[config.mk]
export PLATFORM = sky130hd
export DESIGN_NAME = clock_timekeeper
export DESIGN_NICKNAME = d
export VERILOG_FILES = /design/src/rtl/clock_timekeeper.sv
export SDC_FILE = /design/constraint.sdc
export NUM_CORES = 1
export LEC_CHECK = 0
export ABC_CLOCK_PERIOD_IN_PS = 2700
export BUFFER_PORTS_ARGS = -buffer_cell sky130_fd_sc_hd__buf_2
export CORE_UTILIZATION = 48
export DETAILED_ROUTE_END_ITERATION = 8
export GPL_TIMING_DRIVEN = 0
export PLACE_DENSITY = 0.9
export SLEW_MARGIN = 0
export SYNTH_ARGS = -nofsm -noshare
export SYNTH_HDL_FRONTEND = slang
export SYNTH_SLANG_ARGS = --single-unit
[constraint.sdc]
create_clock -name clk -period 2.7 [get_ports clk]
set_input_delay 0.135 -clock clk [delete_from_list [all_inputs] [get_ports clk]]
set_output_delay 0.135 -clock clk [all_outputs]
set_load 0.1 [all_outputs]
[src/rtl/clock_timekeeper.sv]
// clock_timekeeper: 1 Hz time-of-day counter. It freezes while set mode is
// active and loads the edited time, after range checks, when set mode is left.
module clock_timekeeper #(
  parameter int TICK_DIV = 100_000_000
) (
  input  logic               clk,
  input  logic               reset,
  input  logic               set_mod,
  input  logic signed [32:0] set_hours,
  input  logic signed [32:0] set_minutes,
  input  logic signed [32:0] set_seconds,
  output logic [5:0]         seconds,
  output logic [5:0]         minutes,
  output logic [5:0]         hours,
  output logic               sec_tick,
  output logic               day_wrap,
  output logic               load_done,
  output logic               load_err
);

  localparam int DIV_W = $clog2(TICK_DIV);
  localparam logic [DIV_W-1:0] DIV_LAST = DIV_W'(TICK_DIV - 1);

  // Full-width signed range check so negative or oversized values are rejected.
  function automatic logic in_range(input logic signed [32:0] v,
                                    input logic signed [32:0] hi);
    return (v >= 33'sd0) && (v <= hi);
  endfunction

  logic [DIV_W-1:0] div_cnt_r, div_nxt_s;
  logic             set_mod_d_r;
  logic [5:0]       sec_r, min_r, hour_r;
  logic [5:0]       sec_nxt_s, min_nxt_s, hour_nxt_s;
  logic             sec_tick_r, day_wrap_r, load_done_r, load_err_r;
  logic             tick_s, wrap_s, done_s, err_s, set_valid_s;

  assign set_valid_s = in_range(set_seconds, 33'sd59) &&
                       in_range(set_minutes, 33'sd59) &&
                       in_range(set_hours,   33'sd23);

  // Next-state: freeze, load on set-mode exit, or prescale and advance.
  always_comb begin
    div_nxt_s  = div_cnt_r;
    sec_nxt_s  = sec_r;
    min_nxt_s  = min_r;
    hour_nxt_s = hour_r;
    tick_s     = 1'b0;
    wrap_s     = 1'b0;
    done_s     = 1'b0;
    err_s      = 1'b0;
    if (set_mod) begin
      div_nxt_s = '0;
    end else if (set_mod_d_r) begin
      // Load edge: the prescaler sits at 0 here, so no tick can coincide.
      div_nxt_s = '0;
      if (set_valid_s) begin
        sec_nxt_s  = set_seconds[5:0];
        min_nxt_s  = set_minutes[5:0];
        hour_nxt_s = set_hours[5:0];
        done_s     = 1'b1;
      end else begin
        err_s      = 1'b1;
      end
    end else if (div_cnt_r == DIV_LAST) begin
      div_nxt_s = '0;
      tick_s    = 1'b1;
      if (sec_r == 6'd59) begin
        sec_nxt_s = 6'd0;
        if (min_r == 6'd59) begin
          min_nxt_s = 6'd0;
          if (hour_r == 6'd23) begin
            hour_nxt_s = 6'd0;
            wrap_s     = 1'b1;
          end else begin
            hour_nxt_s = hour_r + 6'd1;
          end
        end else begin
          min_nxt_s = min_r + 6'd1;
        end
      end else begin
        sec_nxt_s = sec_r + 6'd1;
      end
    end else begin
      div_nxt_s = div_cnt_r + DIV_W'(1);
    end
  end

  // State and registered pulse outputs; reset overrides tick and load.
  always_ff @(posedge clk) begin
    if (reset) begin
      div_cnt_r   <= '0;
      set_mod_d_r <= 1'b0;
      sec_r       <= 6'd0;
      min_r       <= 6'd0;
      hour_r      <= 6'd0;
      sec_tick_r  <= 1'b0;
      day_wrap_r  <= 1'b0;
      load_done_r <= 1'b0;
      load_err_r  <= 1'b0;
    end else begin
      div_cnt_r   <= div_nxt_s;
      set_mod_d_r <= set_mod;
      sec_r       <= sec_nxt_s;
      min_r       <= min_nxt_s;
      hour_r      <= hour_nxt_s;
      sec_tick_r  <= tick_s;
      day_wrap_r  <= wrap_s;
      load_done_r <= done_s;
      load_err_r  <= err_s;
    end
  end

  assign seconds   = sec_r;
  assign minutes   = min_r;
  assign hours     = hour_r;
  assign sec_tick  = sec_tick_r;
  assign day_wrap  = day_wrap_r;
  assign load_done = load_done_r;
  assign load_err  = load_err_r;

endmodule

==> results by group, run 1 <==
Timing
  • Clk_skew: 15.5 ps
  • Setup TNS: 0 ps
  • Max Slew Vio Count: 0
  • Setup Viol. Count Final: 0
  • Fmax: 408 MHz
  • Worst-Margin Slew: 937 ps
  • Slew HR: 37.0%
  • Hold Fails Final Rpt: 0
  • Unrepaired setup endpoints after global routing: false
  • Fin crit share: 90.7%
  • Shortest period the worst path allows: 2450 ps

Finish
  • Fin nets: around 600
  • Commonest cells after routing, fill and taps aside: 122 x buf_2, 47 x dfxtp_1, 43 x nor2_1
  • N_diodes: 0
  • Multi-input logic area: 1820 sq um
  • Share of post-route cells with drive strength above 1: 29.2%
  • Most common cell after layout, fill and taps aside: buf_2
  • Syn-to-layout area delta: 26.9%
  • Fill count: 487
  • Core Util, Final: 64.9%
  • Register area: 1000 sq um
  • Finished Layout Cells: 565
  • Non-Filler Cell Area, Final: 3680 sq um

Setup path
  • Max FO, Critical Path: 10
  • Startpoint Class: flop
  • CP Data Required Time: slightly below 3000 ps
  • Crit-path most repeated cell: nor2_1
  • CP max stage cell: or4_4
  • Kind of critical path: reg2reg
  • CP peak stage delay: 520 ps
  • Crit path DAT: 2640 ps
  • Worst path cell trace: ha_1 > nand3_1 > or4_4 > nor2_1 > or4_1 > clkbuf_1 > buf_1 > nor2_1
  • Crit path capture type: flop

Flow run
  • Number of max-cap violations: 0

Clocking
  • Max Root-Sink Buffers: 2
  • Clk_lat worst skew: 320 ps
  • CTS Buf Count: 5
  • PostCTS Resize Cnt: 0
  • CTS root buffer: clkbuf_8
  • Hold bufs inserted after CTS: 0
  • Clk sink count: 50
  • CTS tree: yes
  • Clk slew on worst S/H paths: 90 ps
  • H-tree level count: 2
  • Post-CTS Setup Inserts: 0

Power and ir drop
  • PwrDens: 359 nW/um^2
  • VDD IR-drop max: 0.000276 V
  • Static Leak: between 0.001 and 0.0015 uW

Global route
  • Vias in the first global route: 3253
  • Gr ovfl total: 0
  • Total GRT Usage: between 20% and 30%
  • Global-route wire length before repair: 14.3 mm
  • Pin count of the biggest net entering global routing: 14
  • Initial antenna violation count: 0

Synth
  • Post-synthesis cell type count: 52
  • Synth Register Bits: 50
  • Syn Inst Count: 364
  • Post-Syn Area per Cell: between 7 and 8 sq um
  • EDFF count, synth: 0
  • Post-Synthesis Net Count: 470
  • Asr flop ratio synth: 0%
  • Register area share after synthesis: between 30% and 40%
  • Post-Syn Area: 2900 sq um
  • Synth warn: 0
  • Post-synth top flop: dfxtp_1

Detailed routing
  • DRT antenna net count: 0
  • Met2 WL: between 4 and 5 mm
  • DRT met1 WL: 3.51 mm
  • Iteration count of the initial detailed-routing pass: 5
  • Routed WL: a little under 9 mm
  • # DRC: 0
  • Via count: 3408
  • Routed length per instance: roughly 16 um
  • Top layer in use: met4
  • Via density: 6.03
  • Met3 wire len: 710 um
  • Iter 0 DRT Violations: 256

Placed design
  • GP Congestion: approximately 0.9
  • DP HPWL: roughly 7.0 mm
  • Area after DPL: ~3600 sq um
  • # port buffers: 122
  • Placed cells: 558

Floorplanning
  • Cell row count: 27
  • Full die area: ~6400 sq um
  • DIE WIDTH: 79.8 um
  • I/O pins: roughly 120
  • Die Span Y: 79.8 um
  • Initial Utilization: 51.1%
  • Core Area: ~5700 sq um

Outcome
  • Status: finished clean

Worst hold path
  • Hold WC Path Type: in2reg
[critical path: cells and delay by family, from the launching register on]
kind | cells | cell delay, ps
flip-flops | 1 | 360
adder cells (fa/ha/maj) | 1 | 240
AND/OR/NAND/NOR | 5 | 950
buffers and inverters | 2 | 770
[final cells by class]
| type | count | area share, % |
|---|---|---|
| well taps | 72 | 2.45 |
| inverters | 9 | 0.917 |
| multi-input cells | 291 | 49.3 |
| clock buffers | 7 | 2.07 |
| plain buffers | 14 | 1.43 |
| repair buffers | 122 | 16.6 |
| flip-flops and latches | 50 | 27.3 |
[cell families (layout without fill, tap and decap cells)]
| logic type | after synthesis | count (layout) | synth area share, % |
|---|---|---|---|
| muxes | 3 | 3 | 1.16 |
| DFF | 50 | 50 | 34.5 |
| xor gates and xnor gates | 26 | 26 | 7.84 |
| and+or+nand+nor | 189 | 189 | 35.4 |
| AOI/OAI and AO/OA | 69 | 69 | 16.4 |
| adders and majority gates | 4 | 4 | 1.72 |
| buffers and inverters | 23 | 152 | 2.97 |
[final timing paths]
check	from	endpoint	slack, ps	depth (start not counted)
hold reg to reg	div_cnt_r[0]$_SDFF_PP0_	div_cnt_r[0]$_SDFF_PP0_	460	1
setup / recovery	div_cnt_r[0]$_SDFF_PP0_	div_cnt_r[18]$_SDFF_PP0_	250	8
hold / removal	set_minutes[1]	minutes[1]$_SDFFE_PP0P_	200	4
setup reg to reg	div_cnt_r[0]$_SDFF_PP0_	div_cnt_r[18]$_SDFF_PP0_	250	8
[routing by layer]
| layer | track usage [%] | vias up |
|---|---|---|
| li1 | - | 1621 |
| met1 | 30.4 | 1564 |
| met2 | 51.6 | 185 |
| met3 | 6.29 | 38 |
| met4 | 18.8 | 0 |
| met5 | 0 | - |
[where the power goes]
group	internal, uW	switching (uW)	total [uW]
Combinational	71.0	84.6	156
Sequential	739	2.04	741
Clock	179	248	427
[flip-flops by register name, indices dropped and copies added, names as in the netlist, 6 cells and up]
name	cells
div_cnt_r	27
minutes	6
hours	6
seconds	6
[through the flow]
stage          power, uW  setup slack (ps)  hold WS (ps)
2_1_floorplan        813              31.8           378
3_3_place_gp         907               332           428
3_5_place_dp         911               285           443
4_1_cts             1320               267           199
5_1_grt             1380              46.3           205
6_report            1320               250           198
[Yosys cell counts (5+ instances only)]
cell type / instances / share of area (%)
dfxtp_1: 50 / 34
nor2_1: 43 / 5.6
nand2_1: 30 / 3.9
nand3_1: 28 / 4.8
nor4_1: 27 / 5.8
a21oi_1: 21 / 3.6
nand4_1: 14 / 3.0
o21ai_0: 13 / 2.2
xnor2_1: 13 / 3.9
xor2_1: 13 / 3.9
nor3_1: 10 / 1.7
clkbuf_1: 9 / 1.2
inv_1: 8 / 1.0
a22oi_1: 7 / 1.8
and3_1: 5 / 1.1
buf_1: 5 / 0.65
o211ai_1: 5 / 1.3
Note: power is estimated with default switching activity, not from simulation.
==> inputs of run 2 (changes only) <==
--- a/config.mk
+++ b/config.mk
@@ -7,10 +7,11 @@
 export LEC_CHECK = 0
 export ABC_CLOCK_PERIOD_IN_PS = 2700
 export BUFFER_PORTS_ARGS = -buffer_cell sky130_fd_sc_hd__buf_2
-export CORE_UTILIZATION = 48
+export CORE_UTILIZATION = 50
+export CTS_BUF_LIST = sky130_fd_sc_hd__clkbuf_8
 export DETAILED_ROUTE_END_ITERATION = 8
 export GPL_TIMING_DRIVEN = 0
-export PLACE_DENSITY = 0.9
+export PLACE_DENSITY = 0.93
 export SLEW_MARGIN = 0
 export SYNTH_ARGS = -nofsm -noshare
 export SYNTH_HDL_FRONTEND = slang
==> run 2 against run 1 <==
Against the previous run: die area fell by 3.9%; clock power grew 22%; total power up 6.9%; maximum frequency rose by 0.22%; cell area up 0.82%; register-to-register slack is essentially flat; clock skew down 3.7 ps; core utilization is 2.1 points higher; sequential share of layout area decreased by 0.22 points; hold slack gained 20 ps; via count is 0.44% lower; largest power group unchanged; highest routed layer unchanged.
==> results by group, run 2 (same netlist as run 1, synthesis figures left out) <==
Outcome
  • Status: finished clean

Global route
  • Pin count of the biggest net entering global routing: 15 (+1)
  • Initial antenna violation count: 0 (unchanged)
  • Gr ovfl total: 0 (unchanged)
  • Total GRT Usage: 29.0% (+0.093 points)
  • Global-route wire length before repair: 14.2 mm (-1.2%)
  • Vias in the first global route: 3238 (-0.46%)

Floorplanning
  • Full die area: 6110 sq um (-3.9%)
  • Die Span Y: 78.2 um (-2.0%)
  • Cell row count: 27 (unchanged)
  • Core Area: 5540 sq um (-2.4%)
  • Initial Utilization: 52.4% (+1.2 points)
  • DIE WIDTH: 78.2 um (-2.0%)
  • I/O pins: 124 (unchanged)

Finish
  • N_diodes: 0 (unchanged)
  • Max reg flops: 27 (unchanged)
  • Largest Register: div_cnt_r
  • Non-Filler Cell Area, Final: 3710 sq um (+0.82%)
  • Fin nets: 599 (unchanged)
  • Share of post-route cells with drive strength above 1: 29.4% (+0.14 points)
  • Syn-to-layout area delta: 27.9%
  • Commonest cells after routing, fill and taps aside: 122 x buf_2, 47 x dfxtp_1, 43 x nor2_1
  • Most common cell after layout, fill and taps aside: buf_2
  • Core Util, Final: 67.0% (+2.1 points)

Placed design
  • # port buffers: 122 (unchanged)
  • GP Congestion: 0.907 (+0.84%)
  • DP HPWL: 6.75 mm (-3.9%)
  • Area after DPL: 3610 sq um (unchanged)

Worst hold path
  • Hold WC Path Type: in2reg
  • Hold Crit Depth: 4 (unchanged)

Power and ir drop
  • Static Leak: 0.00142 uW (+1.6%)
  • Total power: 1410 uW (+6.9%)
  • VDD IR-drop max: 0.000365 V (+32%)
  • PwrDens: 381 nW/um^2 (+6.0%)

Timing
  • Fmax: 409 MHz (+0.22%)
  • Hold Fails Final Rpt: 0 (unchanged)
  • Fin crit share: 90.5% (-0.20 points)
  • Setup Viol. Count Final: 0 (unchanged)
  • Unrepaired setup endpoints after global routing: false
  • Max Slew Vio Count: 0 (unchanged)
  • Clk_skew: 11.8 ps (-3.71 ps)
  • Worst-Margin Slew: 1010 ps (+76.1 ps)
  • Shortest period the worst path allows: 2440 ps (-5.44 ps)
  • Setup TNS: 0 ps (unchanged)
  • Slew HR: 31.9% (-5.1 points)
  • WHS: 218 ps (+20.4 ps)

Setup path
  • Startpoint Class: flop
  • CP Data Required Time: 2880 ps (about the same)
  • Kind of critical path: reg2reg
  • R2R Setup Slk: 260 ps (about the same)
  • Crit path DAT: 2620 ps (-20 ps)
  • Max FO, Critical Path: 6 (-4)
  • Crit path capture type: flop
  • R2R cell count: 7 (-1)

Detailed routing
  • # DRC: 0 (unchanged)
  • Via count: 3393 (-0.44%)
  • Via density: 5.99 (-0.62%)
  • Iter 0 DRT Violations: 324 (+27%)
  • Routed length per instance: 15.7 um (-0.77%)
  • Routed WL: 8.90 mm (-0.59%)
  • DRT antenna net count: 0 (unchanged)
  • Iteration count of the initial detailed-routing pass: 7 (+2)

Clocking
  • Clk slew on worst S/H paths: 90 ps (about the same)
  • CTS tree: yes
  • PostCTS Resize Cnt: 0 (unchanged)
  • Max Root-Sink Buffers: 2 (unchanged)
  • Clk sink count: 50 (unchanged)
  • CTS root buffer: clkbuf_8
  • H-tree level count: 2 (unchanged)
  • Clk_lat worst skew: 310 ps (about the same)
  • Hold bufs inserted after CTS: 0 (unchanged)
  • Post-CTS Setup Inserts: 0 (unchanged)
  • CTS Buf Count: 5 (unchanged)

Flow run
  • Number of max-cap violations: 0 (unchanged)
==> run 2: cell types whose count changed in the layout (fill, tap and decap cells not counted), sizes merged <==
cell,delta
bufinv,+1
clkbuf,-2
inv,+2
==> run 2: final timing paths <==
kind,from,end
worst min-delay path,set_minutes[1],minutes[1]$_SDFFE_PP0P_
worst max register to register,div_cnt_r[0]$_SDFF_PP0_,hours[2]$_SDFFE_PP0P_
worst max-delay path,div_cnt_r[0]$_SDFF_PP0_,hours[2]$_SDFFE_PP0P_
worst min register to register,div_cnt_r[0]$_SDFF_PP0_,div_cnt_r[0]$_SDFF_PP0_
==> run 2: per-stage QoR <==
step | worst slack, ps | instances
floorplan | 31.8 | 364
global placement | 357 | 558
detailed placement | 294 | 558
CTS | 277 | 566
global route | 79.3 | 566
finish | 256 | 566
==> run 2: power by group <==
group	switching (uW)	total [uW]	internal, uW
clock network	249	519	270
registers	1.81	741	739
logic	84.1	155	70.9
==> run 2: final cells by class <==
type,count,area (sq um)
buffer,14,52.6
clock buffer,5,68.8
clock inverter,3,37.5
fill,468,1830
inverter,9,33.8
multi-input combinational,291,1820
sequential,50,1000
tap,72,90.1
timing repair buffer,122,611
==> run 2: critical path: stages (launching register included) <==
cell	delay [ps]
dfxtp_1	370
ha_1	240
nand3_1	120
or2_2	340
nor4_2	480
a22oi_1	270
o31ai_1	350
a21oi_1	140
==> run 2: routing by layer <==
metal / up-vias / track usage (%) / part of all wire (%)
met2: 200 / 52.6 / 51
met4: 0 / 17.8 / 3.9
li1: 1625 / - / -
met1: 1533 / 30.2 / 37
met3: 35 / 6.51 / 8.5
met5: - / 0 / 0
